**src/rtl/vector_pkg.sv**
```systemverilog
// Shared types and helpers for the sequential vector load/store unit.
package vector_pkg;

   localparam int LANES_DEF  = 4;
   localparam int DATA_W_DEF = 32;
   localparam int ADDR_W_DEF = 32;

   // Widest lane mask the lane-search helper understands.
   localparam int MAX_LANES  = 16;

   typedef enum logic [1:0] {
      IDLE = 2'd0,
      REQ  = 2'd1,
      FIN  = 2'd2
   } lsu_state_t;

   typedef struct packed {
      logic       found;
      logic [3:0] idx;
   } lane_sel_t;

   // Lowest set bit of mask at or above index 'from'. The loop runs downward,
   // so the last hit it records is the lowest qualifying lane.
   function automatic lane_sel_t next_set_lane(input logic [MAX_LANES-1:0] mask,
                                               input int from);
      lane_sel_t sel;
      sel.found = 1'b0;
      sel.idx   = '0;
      for (int i = MAX_LANES - 1; i >= 0; i--) begin
         if (mask[i] && (i >= from)) begin
            sel.found = 1'b1;
            sel.idx   = 4'(i);
         end
      end
      return sel;
   endfunction

endpackage

```
**src/rtl/vector_addr_gen.sv**
```systemverilog
// Address generator: holds the command's base and stride and registers the
// address of the lane about to be requested (base + idx*stride, wrapping).
module vector_addr_gen
   import vector_pkg::*;
#(
   parameter int ADDR_W = ADDR_W_DEF,
   parameter int IDX_W  = 2
) (
   input  logic              clk,
   input  logic              rst_n,
   input  logic              load_i,
   input  logic              advance_i,
   input  logic [ADDR_W-1:0] base_i,
   input  logic [ADDR_W-1:0] stride_i,
   input  logic [IDX_W-1:0]  laneIdx_i,
   output logic [ADDR_W-1:0] addr_o
);

   logic [ADDR_W-1:0] base_q,   base_d;
   logic [ADDR_W-1:0] stride_q, stride_d;
   logic [ADDR_W-1:0] addr_q,   addr_d;
   logic [ADDR_W-1:0] laneOff;

   // A new command computes its first address straight from the live inputs,
   // so the first request is ready the cycle after start; later lanes use the
   // held base/stride and are computed while the previous lane is acked.
   always_comb begin
      base_d   = base_q;
      stride_d = stride_q;
      addr_d   = addr_q;
      laneOff  = ADDR_W'(laneIdx_i);
      if (load_i) begin
         base_d   = base_i;
         stride_d = stride_i;
         addr_d   = base_i + laneOff * stride_i;
      end else if (advance_i) begin
         addr_d   = base_q + laneOff * stride_q;
      end
   end

   // Address and command registers.
   always_ff @(posedge clk or negedge rst_n) begin
      if (!rst_n) begin
         base_q   <= '0;
         stride_q <= '0;
         addr_q   <= '0;
      end else begin
         base_q   <= base_d;
         stride_q <= stride_d;
         addr_q   <= addr_d;
      end
   end

   assign addr_o = addr_q;

endmodule

```
**src/rtl/vector_lsu_seq.sv**
```systemverilog
// Sequential vector load/store unit: walks the active lanes of a command and
// issues one memory request per lane, gathering loads or scattering stores.
module vector_lsu_seq
   import vector_pkg::*;
#(
   parameter int LANES  = LANES_DEF,
   parameter int DATA_W = DATA_W_DEF,
   parameter int ADDR_W = ADDR_W_DEF
) (
   input  logic                          clk,
   input  logic                          rst_n,
   input  logic                          start,
   input  logic                          is_store,
   input  logic [ADDR_W-1:0]             base_addr,
   input  logic [ADDR_W-1:0]             stride,
   input  logic [LANES-1:0]              lane_mask,
   input  logic [LANES-1:0][DATA_W-1:0]  store_data,
   output logic                          mem_req,
   output logic                          mem_we,
   output logic [ADDR_W-1:0]             mem_addr,
   output logic [DATA_W-1:0]             mem_wdata,
   input  logic                          mem_ack,
   input  logic [DATA_W-1:0]             mem_rdata,
   output logic                          busy,
   output logic                          done,
   output logic [LANES-1:0][DATA_W-1:0]  load_data
);

   localparam int IDX_W = $clog2(LANES);

   lsu_state_t                 state_q, state_d;
   logic [IDX_W-1:0]           idx_q, idx_d;
   logic [LANES-1:0]           mask_q, mask_d;
   logic [LANES-1:0][DATA_W-1:0] storeVec_q, storeVec_d;
   logic                       isStore_q, isStore_d;
   logic                       req_q, we_q, busy_q, done_q;
   logic [DATA_W-1:0]          wdata_q;
   logic [LANES-1:0][DATA_W-1:0] load_q;
   logic                       accept;
   logic                       advance;
   lane_sel_t                  sel;

   // Next-state logic: accept a command in IDLE, step through set mask bits
   // on each ack in REQ, and spend a single cycle in FIN to signal completion.
   always_comb begin
      state_d    = state_q;
      idx_d      = idx_q;
      mask_d     = mask_q;
      storeVec_d = storeVec_q;
      isStore_d  = isStore_q;
      accept     = 1'b0;
      advance    = 1'b0;
      sel        = '0;
      case (state_q)
         IDLE: begin
            if (start) begin
               accept     = 1'b1;
               mask_d     = lane_mask;
               storeVec_d = store_data;
               isStore_d  = is_store;
               sel        = next_set_lane(MAX_LANES'(lane_mask), 0);
               if (sel.found) begin
                  state_d = REQ;
                  idx_d   = sel.idx[IDX_W-1:0];
               end else begin
                  state_d = FIN;
               end
            end
         end
         REQ: begin
            if (mem_ack) begin
               sel = next_set_lane(MAX_LANES'(mask_q), int'(idx_q) + 1);
               if (sel.found) begin
                  advance = 1'b1;
                  idx_d   = sel.idx[IDX_W-1:0];
               end else begin
                  state_d = FIN;
               end
            end
         end
         FIN: begin
            state_d = IDLE;
            idx_d   = '0;
         end
         default: begin
            state_d = IDLE;
         end
      endcase
   end

   // State and registered request outputs; the outputs are derived from the
   // next state so a request appears in the same cycle the FSM enters REQ and
   // stays unchanged while the memory withholds its ack.
   always_ff @(posedge clk or negedge rst_n) begin
      if (!rst_n) begin
         state_q    <= IDLE;
         idx_q      <= '0;
         mask_q     <= '0;
         storeVec_q <= '0;
         isStore_q  <= 1'b0;
         req_q      <= 1'b0;
         we_q       <= 1'b0;
         busy_q     <= 1'b0;
         done_q     <= 1'b0;
         wdata_q    <= '0;
      end else begin
         state_q    <= state_d;
         idx_q      <= idx_d;
         mask_q     <= mask_d;
         storeVec_q <= storeVec_d;
         isStore_q  <= isStore_d;
         req_q      <= (state_d == REQ);
         we_q       <= (state_d == REQ) && isStore_d;
         busy_q     <= (state_d != IDLE);
         done_q     <= (state_d == FIN);
         if (state_d == REQ) begin
            wdata_q <= storeVec_d[idx_d];
         end
      end
   end

   // Gather: each acked load lane captures the returned data; masked lanes
   // and store commands leave the vector untouched.
   always_ff @(posedge clk or negedge rst_n) begin
      if (!rst_n) begin
         load_q <= '0;
      end else if ((state_q == REQ) && mem_ack && !isStore_q) begin
         load_q[idx_q] <= mem_rdata;
      end
   end

   vector_addr_gen #(
      .ADDR_W (ADDR_W),
      .IDX_W  (IDX_W)
   ) u_addr_gen (
      .clk       (clk),
      .rst_n     (rst_n),
      .load_i    (accept),
      .advance_i (advance),
      .base_i    (base_addr),
      .stride_i  (stride),
      .laneIdx_i (idx_d),
      .addr_o    (mem_addr)
   );

   assign mem_req   = req_q;
   assign mem_we    = we_q;
   assign mem_wdata = wdata_q;
   assign busy      = busy_q;
   assign done      = done_q;
   assign load_data = load_q;

endmodule

```
**config.mk**
```make
export PLATFORM = sky130hd
export DESIGN_NAME = vector_lsu_seq
export DESIGN_NICKNAME = d
export VERILOG_FILES = /design/src/rtl/vector_pkg.sv /design/src/rtl/vector_addr_gen.sv /design/src/rtl/vector_lsu_seq.sv
export SDC_FILE = /design/constraint.sdc
export NUM_CORES = 1
export LEC_CHECK = 0
export CAP_MARGIN = 20
export CELL_PAD_IN_SITES_DETAIL_PLACEMENT = 1
export CELL_PAD_IN_SITES_GLOBAL_PLACEMENT = 2
export CORE_ASPECT_RATIO = 1.1
export CORE_UTILIZATION = 35
export CTS_BUF_LIST = sky130_fd_sc_hd__clkbuf_8 sky130_fd_sc_hd__clkbuf_16
export CTS_CLUSTER_DIAMETER = 100
export DETAILED_ROUTE_END_ITERATION = 8
export PLACE_DENSITY = 0.83
export SYNTH_ARGS = -nofsm -noshare
export SYNTH_HDL_FRONTEND = slang
export SYNTH_HIERARCHICAL = 1
export SYNTH_SLANG_ARGS = --single-unit
```
**constraint.sdc**
```tcl
create_clock -name clk -period 12.55 [get_ports clk]
set_input_delay 3.765 -clock clk [delete_from_list [all_inputs] [get_ports clk]]
set_output_delay 3.765 -clock clk [all_outputs]
set_load 0.05 [all_outputs]
```
Word level (Yosys, flattened, before mapping)
Index checks and enable logic that the tools add are counted.
- register bits after elaboration: 397
- input port bits: 233
- output and inout port bits: 196
- logic and storage cells: 87
- add/sub/neg operators: 3
- multipliers: 2
- $lt $le $gt $ge: 7
- eq/ne operators: 4
- muxes and demuxes: 38
- reduce and logical (&&, ||, !) cells: 13
- operator list (operator ; count):
    $mux 128 ; 2
    $bwmux 128 ; 1
    $mux 32 ; 4
    $add 32x32->32 ; 2
    $bmux 32 s2 ; 1
    $demux 32 s2 ; 1
    $mul 2x32->32 ; 2
    $mux 5 ; 12
    $mux 2 ; 8
    $logic_and 1x1->1 ; 8
    $mux 1 ; 7
    $ge 1x3->1 const A ; 2
    $ge 2x3->1 const A ; 2
    $lt 2x3->1 const B ; 2
    $pmux 2 s3 ; 1
    $eq 2x1->1 const B ; 2
    $eq 2x2->1 const B ; 2
    $pmux 2 s2 ; 1
    $reduce_bool 2->1 ; 2
    $add 2x1->3 const B ; 1
    $ge 2x1->1 const B ; 1
    $logic_not 2->1 ; 1
    $reduce_and 2->1 ; 1
    $logic_not 1->1 ; 1

Logic depth before layout (Yosys ltp)
Gate-level depths: netlist (run 1).
- depth after elaboration: 16
- depth in mapped cells: 23

Hierarchy
The synthesis (run 1) kept the hierarchy.
- modules (own cells, without submodules) (module ; instances ; cells each ; area an instance (um2) ; seq. area each (um2)):
    vector_lsu_seq ; 1 ; 1130 ; 12389.4 ; 7507.2
    vector_addr_gen ; 1 ; 1151 ; 9605.5 ; 2402.3

Least setup slack after synthesis (run 1)
Ideal clock, no wire load.
- path type: input -> register
- start: in start
- end: reg u_addr_gen.addr_q[19], in the netlist u_addr_gen/addr_o[19]
- arrival: 8.182 ns
- slack: 4.281 ns
- stages on the path: 23
- buffers on the path: 5
- cells stage by stage: or3b_1 -> buf_4 -> a211o_1 -> o211a_2 -> clkinv_2 -> buf_6 -> buf_6 -> clkbuf_1 -> clkbuf_1 -> nand2_1 -> fa_1 -> inv_1 -> ha_1 -> inv_1 -> fa_1 -> nor2b_4 -> o31a_1 -> o31a_1 -> o22ai_1 -> o21bai_1 -> a21boi_0 -> mux2_2 -> a22oi_1
- word-level cells in the longest chain between the ends: 6
- ends and longest elaborated chain (what ; line ; source):
    start, declared ; vector_lsu_seq.sv:12 ; input logic start,
    $mux 2 * ; vector_lsu_seq.sv:56 ; if (start) begin
    $pmux 2 s3 * ; vector_lsu_seq.sv:54 ; case (state_q)
    via idx_d[0] ; vector_lsu_seq.sv:32 ; logic [IDX_W-1:0] idx_q, idx_d;
    $mul 2x32->32 ; vector_addr_gen.sv:37 ; addr_d = base_q + laneOff * stride_q;
    $add 32x32->32 ; vector_addr_gen.sv:37 ;
    $mux 32 ; vector_addr_gen.sv:36 ; end else if (advance_i) begin
    $mux 32 * ; vector_addr_gen.sv:32 ; if (load_i) begin
    end signal, assigned ; vector_addr_gen.sv:50 ; addr_q <= addr_d;
    end, declared ; vector_addr_gen.sv:21 ; logic [ADDR_W-1:0] addr_q, addr_d;
Mark *: on every way through the listed nets, which the timed path passes. The rest lies on a longest branch. The select of a mux whose other input is x is not followed.
A chain may end at the register's enable or synchronous reset.

Worst setup path in the final report (run 1)
- start: in start
- end: reg u_addr_gen.addr_q[29], in the netlist u_addr_gen/addr_o[29]
The elaborated chain is that of the path after synthesis.

==> results of run 1 <==
## critical path: cells and delay by family
| kind | cells | cell delay (ps) |
|---|---|---|
| buf+inv | 5 | 2100 |
| simple gates | 4 | 1560 |
| fa+ha+maj | 2 | 890 |
| mux | 1 | 240 |
| compound gates | 7 | 1290 |
## logic make-up after synthesis
logic type	share of synthesized area
AOI/OAI and AO/OA	0.129
buffers and inverters	0.0596
adders and majority gates	0.0917
and+or+nand+nor	0.162
muxes	0.0906
xor gates and xnor gates	0.0167
DFF	0.451
## worst paths after layout
path,startpoint,to,slack (ps),depth (start not counted)
max,start,u_addr_gen/addr_o[29],3050,19
min,storeVec_q[97],storeVec_q[97],460,2
max reg2reg,state_q[1],u_addr_gen/addr_o[29],6330,18
min reg2reg,storeVec_q[97],storeVec_q[97],460,2
max in group asynchronous,rst_n,load_data[126],7010,3
min in group asynchronous,rst_n,u_addr_gen/base_q[4],3270,1
## sequential cells by signal, indices dropped and copies added, names as in the netlist, 2 cells and up
name                 flops
load_data              128
storeVec_q             128
mem_wdata               32
u_addr_gen/addr_o       32
u_addr_gen/base_q       32
u_addr_gen/stride_q     32
mask_q                   3
idx_q                    2
state_q                  2
## cell usage in the layout (no fill, tap or decap), types with 7 or more instances in the layout
cell type	instances
o21ai_0	95
a21oi_1	74
mux2_1	7
clkbuf_16	49
inv_1	205
nand2b_1	43
clkbuf_8	12
nand3_1	14
clkinv_2	10
nand2_1	619
xnor2_1	27
and3_1	8
buf_4	15
o21a_1	15
nor2_1	67
a211oi_1	22
o21bai_1	12
nand4_1	11
or3_1	9
nor3_1	12
xor2_1	15
o211ai_1	31
nor2b_1	11
fa_1	62
mux2i_1	10
mux2_2	161
dfrtp_1	396
o211ai_2	40
clkdlybuf4s50_1	427
diode_2	11
ha_1	62
a21o_1	45
## layer usage
layer	up-vias	routed length, microns
met5	-	83
met4	14	2020
met3	116	3710
met2	351	38200
met1	9041	30500
li1	8334	-
## cell type report
| type | count | area (sq um) | area share |
|---|---|---|---|
| flip-flops and latches | 396 | 9910 | 0.346 |
| diodes | 11 | 27.5 | 0.000961 |
| clock buffers | 61 | 1390 | 0.0486 |
| repair buffers | 448 | 4520 | 0.158 |
| inverters | 196 | 748 | 0.0261 |
| well taps | 833 | 1040 | 0.0364 |
| clock inverters | 25 | 175 | 0.00612 |
| multi-input cells | 1575 | 10800 | 0.378 |
## through the flow
stage	std cells	area (sq um)
final	3545	28600
after global routing	3543	28600
after CTS	3531	28500
after detailed placement	3445	27000
after global placement	3444	26900
after floorplan	2281	22000
==> impl_results.md, run 1 <==
* CP Launch Type: input pin
* Mapped Area at around 22000 sq um
* Die W at 241 microns
* Synth top cells by count: nand2_1 (619), dfrtp_1 (396), inv_1 (194), mux2_2 (161), o21ai_0 (95)
* Least-Margin Pin Slew at 1130 ps
* Met3 usage at 0.0479
* Routability cong. at between 0.8 and 0.9
* Period utilization at 0.757
* Setup Viol. Count Final at 0
* Layout cell share with drive strength beyond 1 at 0.122
* Fillcell total at 7093
* Synthesized flop and latch total at ~400
* Distinct cells, synth at a little under 90
* Worst hold-check path type: reg2reg
* Chip height at 265 microns
* Final net count at around 3000
* Hold slack at 465 ps
* Initial antenna violation count at 18
* Clk sink count at 396
* Post-CTS sizing at 0
* Final Core Density at 0.460
* Initial drt markers at 766
* Async set-or-reset flop fraction in the synthesized netlist at 1.00
* Setup ws final at 3050 ps
* Clk_lat worst skew at 600 ps
* Status: finished clean
* Std-Cell Core Area at between 60000 and 70000 sq um
* Initial core utilization at 0.354
* GRT overflow at 0
* Mapped Nets at 2638
* Row count at 96
* Synth area leaders: dfrtp_1 (45%), nand2_1 (11%), mux2_2 (8.2%)
* Clk root buf: clkbuf_16
* Met2 GRT Util at 0.408
* Htree depth at 2
* Worst slew margin at 0.249
* Avg Inst Size Synth at 9.64 sq um
* Top-count cell post-synth: nand2_1
* Routed Antenna Nets at 0
* Main flop type after synthesis: dfrtp_1
* TritonCTS clock tree: done
* WS Path Type: in2reg
* Worst setup EP type: flop
* Top cell type's share of synthesized area at 0.451
* Number of global-route vias before repair at 19600
* Final setup TNS at 0 ps
* Min Tclk post-route at about 9500 ps
* Drt first pass iters at 4
* Critical path arrival at 9970 ps
* Dpl ws at 2320 ps
* Maximum clock rate at approximately 110 MHz
* Vias at 17900
* Worst-path clk slew at 60 ps
* Pin count of the biggest net entering global routing at between 150 and 200
* WL/cell at 21.0 microns
* Crit path cell chain: clkdlybuf4s50_1 > or3b_4 > inv_8 > a31oi_2 > o32ai_4 > buf_4 > buf_4 > nand2_1 > fa_1 > inv_1 > ha_1 > a21oi_1 > or3b_1 > o22ai_1 > a211oi_1 > nor3b_2 > mux2i_1 > o21ai_0 > a211oi_1
* CP max stage delay at 660 ps
* Dpl hpwl at 53.3 mm
* Mapped Cells at 2281
* Crit path max-delay cell type: or3b_4
* Unrepaired setup endpoints after global routing: false
* Syn-to-layout area delta at 30.2%
* Sequential-to-total area share from yosys stat at 0.451
* Final WL at 74.5 mm
* GRT Overall Usage at 0.233
* DRC at 0
* Vias per cell at approximately 5
* Post-CTS Hold Buffers at 0
* PortBufs at between 400 and 500
* Die area at 63800 sq um
* Critical Path Fanout Max at about 170
* GRT Max-Usage Layer: met2
* Yosys warns at 6
* Crit path required time at 13030 ps
* Max-cap violations at 0
* I/O pins at 429
* Skew final at 21.7 ps
* EDFF count, synth at 0
* Max Slew Vio Count at 0
* TritonCTS buffer count at 48
* Post CTS Setup Buffer Count at 0
* Most area-hungry cell type in the Yosys netlist: dfrtp_1
* Fin. Hold Viols at 0
* GR Util met1 at 0.283
* First-pass GRT wire length at between 100 and 150 mm
* Clk buf depth at 3
Power of run 1 is not shown: default switching activity piles up to over one toggle a cycle in this logic, so the estimate is an artifact.
==> inputs of run 2 (changes only) <==
Settings changed: CORE_UTILIZATION 35 to 33, PLACE_DENSITY 0.83 to 0.79.
Clock period 12.55 ns to 9.3 ns, I/O delays scaled along.
==> impl_results.md, run 2 (same netlist as run 1, synthesis figures left out) <==
* FF-to-FF setup slack at 3560 ps
* Clk_lat worst skew at 600 ps
* Cell seen most often among critical-path stages: a21oi_1
* Post-CTS sizing at 0
* Final setup TNS at 0 ps
* Crit path required time at between 9000 and 10000 ps
* Row count at 98
* WS Path Type: in2reg
* Syn-to-layout area delta at 30.0%
* CP Depth at 19
* Period utilization at 0.848
* Maximum clock rate at 127 MHz
* DRC at 0
* Clk buf depth at 3
* Reg2reg path depth at 18
* Initial core utilization at 0.336
* Vias per cell at 5.03
* Vias at ~18000
* Fin. Hold Viols at 0
* Final WL at 74.7 mm
* Max-cap violations at 0
* Critical path arrival at 8350 ps
* Crit path max-delay cell type: o211a_2
* Critical Path Fanout Max at 54
* Layout cell share with drive strength beyond 1 at 0.123
* Max Slew Vio Count at 0
* Worst-path clk slew at 60 ps
* Post-CTS Hold Buffers at 0
* Post CTS Setup Buffer Count at 0
* Initial drt markers at slightly above 700
* GRT overflow at 0
* Most common cell after layout, fill and taps aside: nand2_1
* CP Launch Type: input pin
* Htree depth at 2
* Unrepaired setup endpoints after global routing: false
* Status: finished clean
* Initial antenna violation count at 9
* Worst setup path startpoint: mem_ack
* Clk root buf: clkbuf_16
* TritonCTS clock tree: done
* Routability cong. at 0.849
* Chip height at around 270 microns
* I/O pins at 429
* RR Endpoint: u_addr_gen/addr_o[31]
* PortBufs at 428
* First-pass GRT wire length at 115 mm
* CP bufs+invs at 4
* Dpl hpwl at 53.7 mm
* Clk sink count at 396
* GRT Overall Usage at 0.220
* Crit path cell chain: clkdlybuf4s50_1 > nand3b_1 > a221o_1 > o211a_2 > inv_6 > nand2_1 > fa_1 > inv_1 > ha_1 > inv_1 > fa_1 > nand2b_1 > a21oi_1 > o22ai_1 > a21oi_1 > a31oi_4 > a21oi_1 > mux2i_1 > a211oi_2
* Worst setup EP type: flop
* Hold-critical path depth at 2
* Skew final at 26.4 ps
* Pin count of the biggest net entering global routing at between 100 and 150
* Worst setup endpoint: u_addr_gen/addr_o[31]
* Routed Antenna Nets at 0
* Most frequent cells in the layout: nand2_1 (619), clkdlybuf4s50_1 (427), dfrtp_1 (396), inv_1 (203), mux2_2 (161)
* Die W at 248 microns
* Min Tclk post-route at 7880 ps
* Die area at ~68000 sq um
* Setup Viol. Count Final at 0
* Least-Margin Pin Slew at 1120 ps
* CP top delay family: compound AO/OA/AOI/OAI gates
* Drt first pass iters at 5
* Worst hold-check path type: reg2reg
* TritonCTS buffer count at between 40 and 50
* RR Startpoint: state_q[0]
* WL/cell at 21.0 microns
* Std-Cell Core Area at ~65000 sq um
* Worst slew margin at 0.251
* Final net count at around 3000
* Number of global-route vias before repair at a little under 20000
* CP max stage delay at roughly 860 ps
[run 2: cell count changes in the layout (fill, tap and decap cells not counted), moves of 2 or more]
cell,change
buf_16,-2
diode_2,-4
clkbuf_8,-3
inv_16,+2
clkinv_2,+7
inv_1,-2
[run 2: layer usage]
layer | part of all wire | vias up | global-route usage
li1 | - | 8318 | -
met1 | 0.43 | 9069 | 0.284
met2 | 0.50 | 402 | 0.377
met3 | 0.048 | 100 | 0.0361
met4 | 0.022 | 4 | 0.0639
met5 | 0.00031 | - | 0
[run 2: tightest hold or removal path: stages, from the launching register on]
cell and delay [ps]:
dfrtp_1 320, nand2_1 40, nand2_1 70
[run 2: final cells by class]
type                    instances  area, sq um
diodes                          7         17.5
clock buffers                  58         1350
clock inverters                32          234
fillers                      7399        36900
inverters                     196          748
multi-input cells            1575        10800
flip-flops and latches        396         9910
well taps                     850         1060
repair buffers                446         4450
[run 2: worst min path at each step]
stage,start,to
finish,storeVec_q[96],storeVec_q[96]
global route,storeVec_q[43],storeVec_q[43]
CTS,storeVec_q[99],storeVec_q[99]
detailed placement,storeVec_q[124],storeVec_q[124]
global placement,storeVec_q[99],storeVec_q[99]
floorplan,storeVec_q[100],storeVec_q[100]
[run 2: metrics by stage]
stage | utilization | hold slack [ps] | instances | cell area, sq um | setup WS [ps]
5_1_grt | 0.437 | 483 | 3560 | 28600 | 1170
3_3_place_gp | 0.412 | 446 | 3463 | 27000 | 910
4_1_cts | 0.437 | 468 | 3553 | 28600 | 1440
3_5_place_dp | 0.412 | 453 | 3463 | 27000 | 781
2_1_floorplan | - | 433 | 2281 | 22000 | 2010
6_report | 0.437 | 464 | 3560 | 28600 | 1420
Power of run 2 is left out for the same reason.
==> inputs of run 3 (changes only) <==
Settings changed: CORE_UTILIZATION 33 to 29, PLACE_DENSITY 0.79 to 0.73.
Clock period 9.3 ns to 7.25 ns, I/O delays scaled along.
==> impl_results.md, run 3 (same netlist as run 1, synthesis figures left out) <==
* Status: finished clean
* I/O pins at about 430
* Initial antenna violation count at 14
* Dpl cells at approximately 3600
* GRT overflow at 0
* Worst slew margin at 0.288
* Hold Startpoint: storeVec_q[106]
* DRC at 0
* Maximum clock rate at between 150 and 200 MHz
* Critical path arrival at 6940 ps
* Dpl hpwl at 53.7 mm
* Row count at ~110
* TritonCTS buffer count at between 40 and 50
* Die area at 77000 sq um
* RR Startpoint: state_q[0]
* Final setup TNS at 0 ps
* Max-cap violations at 0
* Period utilization at 0.891
* Die W at approximately 260 microns
* Htree depth at 2
* Dpl ws at 206 ps
* Clk root buf: clkbuf_16
* Post-CTS Hold Buffers at 0
* Max Slew Vio Count at 0
* First-pass GRT wire length at about 120 mm
* Vias per cell at 4.82
* Clk buf depth at 3
* Std-Cell Core Area at between 70000 and 80000 sq um
* Crit path required time at 7730 ps
* Clk_lat worst skew at 590 ps
* Worst Hold End: storeVec_q[106]
* Number of global-route vias before repair at 19700
* WL/cell at 20.3 microns
* Clk sink count at 396
* Chip height at 291 microns
* Min Tclk post-route at roughly 6500 ps
* PortBufs at between 400 and 500
* Post CTS Setup Buffer Count at 0
* Initial core utilization at 0.294
* Final net count at approximately 3000
* TritonCTS clock tree: done
* Most common cell after layout, fill and taps aside: nand2_1
* Critical Path Fanout Max at 65
* Initial drt markers at 987
* Setup ws final at between 700 and 800 ps
* Syn-to-layout area delta at 31.2%
* Routed Antenna Nets at 0
* GRT Overall Usage at 0.195
* Least-Margin Pin Slew at 1070 ps
* Drt first pass iters at 4
* Worst setup EP type: flop
* WS Path Type: in2reg
* Final WL at 74.8 mm
* Layout cell share with drive strength beyond 1 at 0.126
* Unrepaired setup endpoints after global routing: false
* Worst-path clk slew at 60 ps
* Vias at 17800
* Fin. Hold Viols at 0
* RR Endpoint: u_addr_gen/addr_o[26]
* Setup Viol. Count Final at 0
* Layout Cells excl Fill at 3683
* Skew final at roughly 33 ps
* Routability cong. at roughly 0.86
* CP Launch Type: input pin
* FF-to-FF setup slack at 2440 ps
* Pin count of the biggest net entering global routing at 211
* Most frequent cells in the layout: nand2_1 (619), clkdlybuf4s50_1 (427), dfrtp_1 (396), inv_1 (203), mux2_2 (161)
* Post-CTS sizing at 0
* Worst hold-check path type: reg2reg
* Reg2reg path depth at 15
* Hold-critical path depth at 2
[run 3: critical path, cell delays in order]
cell and delay, ps:
clkdlybuf4s50_1 530, or3b_4 450, a211o_1 290, o211a_2 170, inv_6 100, buf_12 290, nand2_1 120, fa_1 520
inv_1 50, ha_1 410, a21o_1 280, o21bai_1 210, o31ai_1 630, o31ai_1 180, xor2_1 180, a221o_1 320
[run 3: area by class of cell]
class,count,area [sq um]
inverters,196,748
repair buffers,461,4640
well taps,963,1200
diodes,9,22.5
multi-input cells,1575,10800
flip-flops and latches,396,9910
clock inverters,25,166
fillers,8470,46000
clock buffers,58,1350
[run 3: worst max-delay path by stage]
stage | cells past startpoint | endpoint | from | slack [ps]
global placement | 16 | u_addr_gen/addr_o[26] | start | 260
detailed placement | 16 | u_addr_gen/addr_o[26] | start | 210
CTS | 16 | u_addr_gen/addr_o[30] | start | 830
global route | 18 | u_addr_gen/addr_o[24] | start | 600
floorplan | 23 | u_addr_gen/addr_o[19] | start | 570
finish | 16 | u_addr_gen/addr_o[26] | start | 790
[run 3: through the flow]
stage / utilization / instance area, sq um / hold WS (ps)
3_5_place_dp: 0.365 / 27300 / 455
3_3_place_gp: 0.365 / 27300 / 447
4_1_cts: 0.385 / 28800 / 470
2_1_floorplan: - / 22000 / 433
6_report: 0.385 / 28900 / 464
5_1_grt: 0.385 / 28900 / 486
[run 3: metal layers]
layer	routed length, microns	track usage	up-vias
met5	31	0	-
met4	1720	0.0570	6
met3	2870	0.0320	96
met2	37900	0.344	338
met1	32300	0.244	8982
li1	-	-	8340
Power of run 3 is left out for the same reason.
==> patch (config.mk and constraints of run 2) <==
The package constant `ADDR_W_DEF` goes from 32 to 36.
--- a/src/rtl/vector_pkg.sv
+++ b/src/rtl/vector_pkg.sv
@@ -5,3 +5,3 @@
    localparam int DATA_W_DEF = 32;
-   localparam int ADDR_W_DEF = 32;
+   localparam int ADDR_W_DEF = 36;
 
Interface: changed (resized base_addr, mem_addr and stride); port bits go from 429 to 441. No check against the original RTL was run, so the function may have changed too.
==> patch against run 2 <==
  * Final cell count grew 7.0%
  * Critical endpoint is now u_addr_gen/addr_o[29]
  * Worst setup slack gained 0.13 ns
  * Sequential cell count grew 12
  * Critical path type unchanged
  * Critical path depth grew 1
  * Synthesized area grew 5.2%
  * Die area grew 5.1%
  * Routed wire length grew 7.9%
  * First-iteration DRC count grew 13%
  * Count of clock-buffer cells in the layout grew 3
  * Final area grew 5.2%
Power is not shown: default switching activity piles up to over one toggle a cycle in this logic, so the estimate is an artifact.
==> patch: results (changes against run 2) <==
** Outcome
- The run finished with clean final reports.

** Clock tree
- The number of levels the H-tree was split into came to 2 (unchanged).
- Root buffer selected by CTS :: clkbuf_16
- Post-cts sizing count :: 0 (unchanged)
- The number of buffers inserted by post-CTS setup repair was 0 (unchanged).
- Longest Clk Path Bufs :: 3 (unchanged)

** Synthesis
- Syn Nets :: 2826 (+7.1%)
- Most area-consuming cells after synthesis :: dfrtp_1, nand2_1, mux2_2
- Mean instance size in the synthesized netlist :: 9.462 µm² (-1.9%)
- Post-synthesis mux area share :: 9.091% (+0.035 points)
- Async SR Flop Fraction :: 100.0% (unchanged)
- The xor and xnor area share after synthesis came to 1.969% (+0.30 points).
- The adder-cell share of the synthesized area was 9.843% (+0.67 points).
- Distinct cells, synth :: 82 (-6.8%)
- The sequential share of the synthesized area was 44.13% (-0.92 points).
- Top post-synthesis cells by count :: nand2_1, dfrtp_1, inv_1
- Most common flop cell mapped by yosys :: dfrtp_1
- Synth Area in Compound Gates :: 12.87% (-0.064 points)

** Route
- The final wirelength was 80550 µm (+7.9%).
- The detailed-route via count came to 18940 (+5.9%).
- The routed length on met1 is 33910 µm (+5.6%).
- The number of iterations in the first detailed-routing pass was 4 (-1).
- Highest routed layer :: met5
- Avg Vias per Cell :: 4.971 (-1.1%)
- Drt initial violations :: 809 (+13%)
- The wire length on met3 is 4137 µm (+16%).
- The wire length on met2 is 39990 µm (+7.1%).

** Critical path
- The worst path arrival time came to 8.18 ns (-0.17 ns).
- The largest fanout on the critical path is 49 (-9.3%).

** Place
- The count of input and output buffers is 440 (+2.8%).
- Weighted congestion reported at the end of routability-driven placement :: 0.9027 (+6.3%)
- The number of placed cells counting well taps is 3706 (+7.0%).
- HPWL reported at the end of detailed placement :: 58240 µm (+8.4%)

** GRT
- Wire length of the first global-routing pass :: 124900 µm (+8.4%)
- The via count of the first global-routing pass is 20902 (+7.9%).
- The global-route usage over all layers came to 22.72% (+0.72 points).
- The number of antenna violations at the first check in global routing was 21 (+12).
- Maximum number of pins on one net before global-route repair :: 150 (+0.67%)

** Layout
- Number of nets at the end of the flow :: 3211 (+6.3%)
- The fill cell instance count of the final layout is 7830 (+5.8%).
- Fraction of layout instances using a drive strength above 1 :: 11.58% (-0.74 points)

** Worst hold path
- The path class of the tightest hold or removal check is reg -> reg.

** STA
- Transition time of the tightest slew-check pin :: 1.014 ns (-0.1091 ns)
- The worst clock skew was 0.01824 ns (-0.008173 ns).
-- patch: cell count changes after synthesis, moves of 8 or more --
cell      delta
inv_1       +32
nand2_1     +29
o21ai_0     +29
a21o_1      -17
nor2_1      +14
dfrtp_1     +12
mux2i_1     +10
clkbuf_1     +9
fa_1         +8
ha_1         +8
-- patch: kinds of logic after synthesis --
kind of cell | after synthesis
AND/OR/NAND/NOR | 882
AO/OA/AOI/OAI | 420
adder cells (fa/ha/maj) | 140
buffers and inverters | 354
flip-flops | 408
XOR/XNOR | 52
multiplexers | 189
-- patch: worst paths after layout --
check / from / slack [ns] / to / cells after the start
setup / recovery: start / 1.55 / u_addr_gen/addr_o[29] / 20
hold / removal: storeVec_q[104] / 0.47 / storeVec_q[104] / 2
setup reg to reg: state_q[0] / 3.84 / u_addr_gen/addr_o[29] / 19
hold reg to reg: storeVec_q[104] / 0.47 / storeVec_q[104] / 2
max in group asynchronous: rst_n / 5.62 / storeVec_q[2] / 2
min in group asynchronous: rst_n / 2.20 / u_addr_gen/base_q[23] / 1
-- patch: worst max-delay path: stages --
cell,delay [ns]
clkdlybuf4s50_1,0.54
or3b_4,0.64
a211o_1,0.36
o211a_2,0.17
inv_6,0.32
nand2_1,0.14
fa_1,0.48
inv_1,0.07
ha_1,0.18
inv_1,0.07
fa_1,0.37
nor2b_1,0.24
o31ai_2,0.11
a21o_1,0.19
a32oi_2,0.45
a21oi_1,0.21
a21oi_1,0.35
a21oi_1,0.13
o31ai_1,0.23
a22oi_1,0.09
-- patch: metrics by stage --
| step | setup WS [ns] | util, % | area [µm²] |
|---|---|---|---|
| after global placement | 1.021 | 41.03 | 28360 |
| after floorplan | 1.890 | - | 23130 |
| final | 1.549 | 43.50 | 30070 |
| after global routing | 1.244 | 43.49 | 30070 |
| after CTS | 1.590 | 43.41 | 30010 |
| after detailed placement | 0.9361 | 41.03 | 28360 |
-- patch: metal layers --
layer  vias up  track usage, %
met5         -               0
met4        14           8.109
met3       136           4.813
met2       422           38.73
met1      9516           28.14
li1       8852               -
-- patch: final cells by class --
class	instances	area [µm²]	area share [%]
flip-flops and latches	408	10210	33.95
multi-input cells	1683	11540	38.38
repair buffers	461	4612	15.34
diodes	15	37.54	0.1248
inverters	228	868.3	2.887
clock inverters	27	251.5	0.8363
well taps	927	1160	3.857
clock buffers	61	1391	4.627
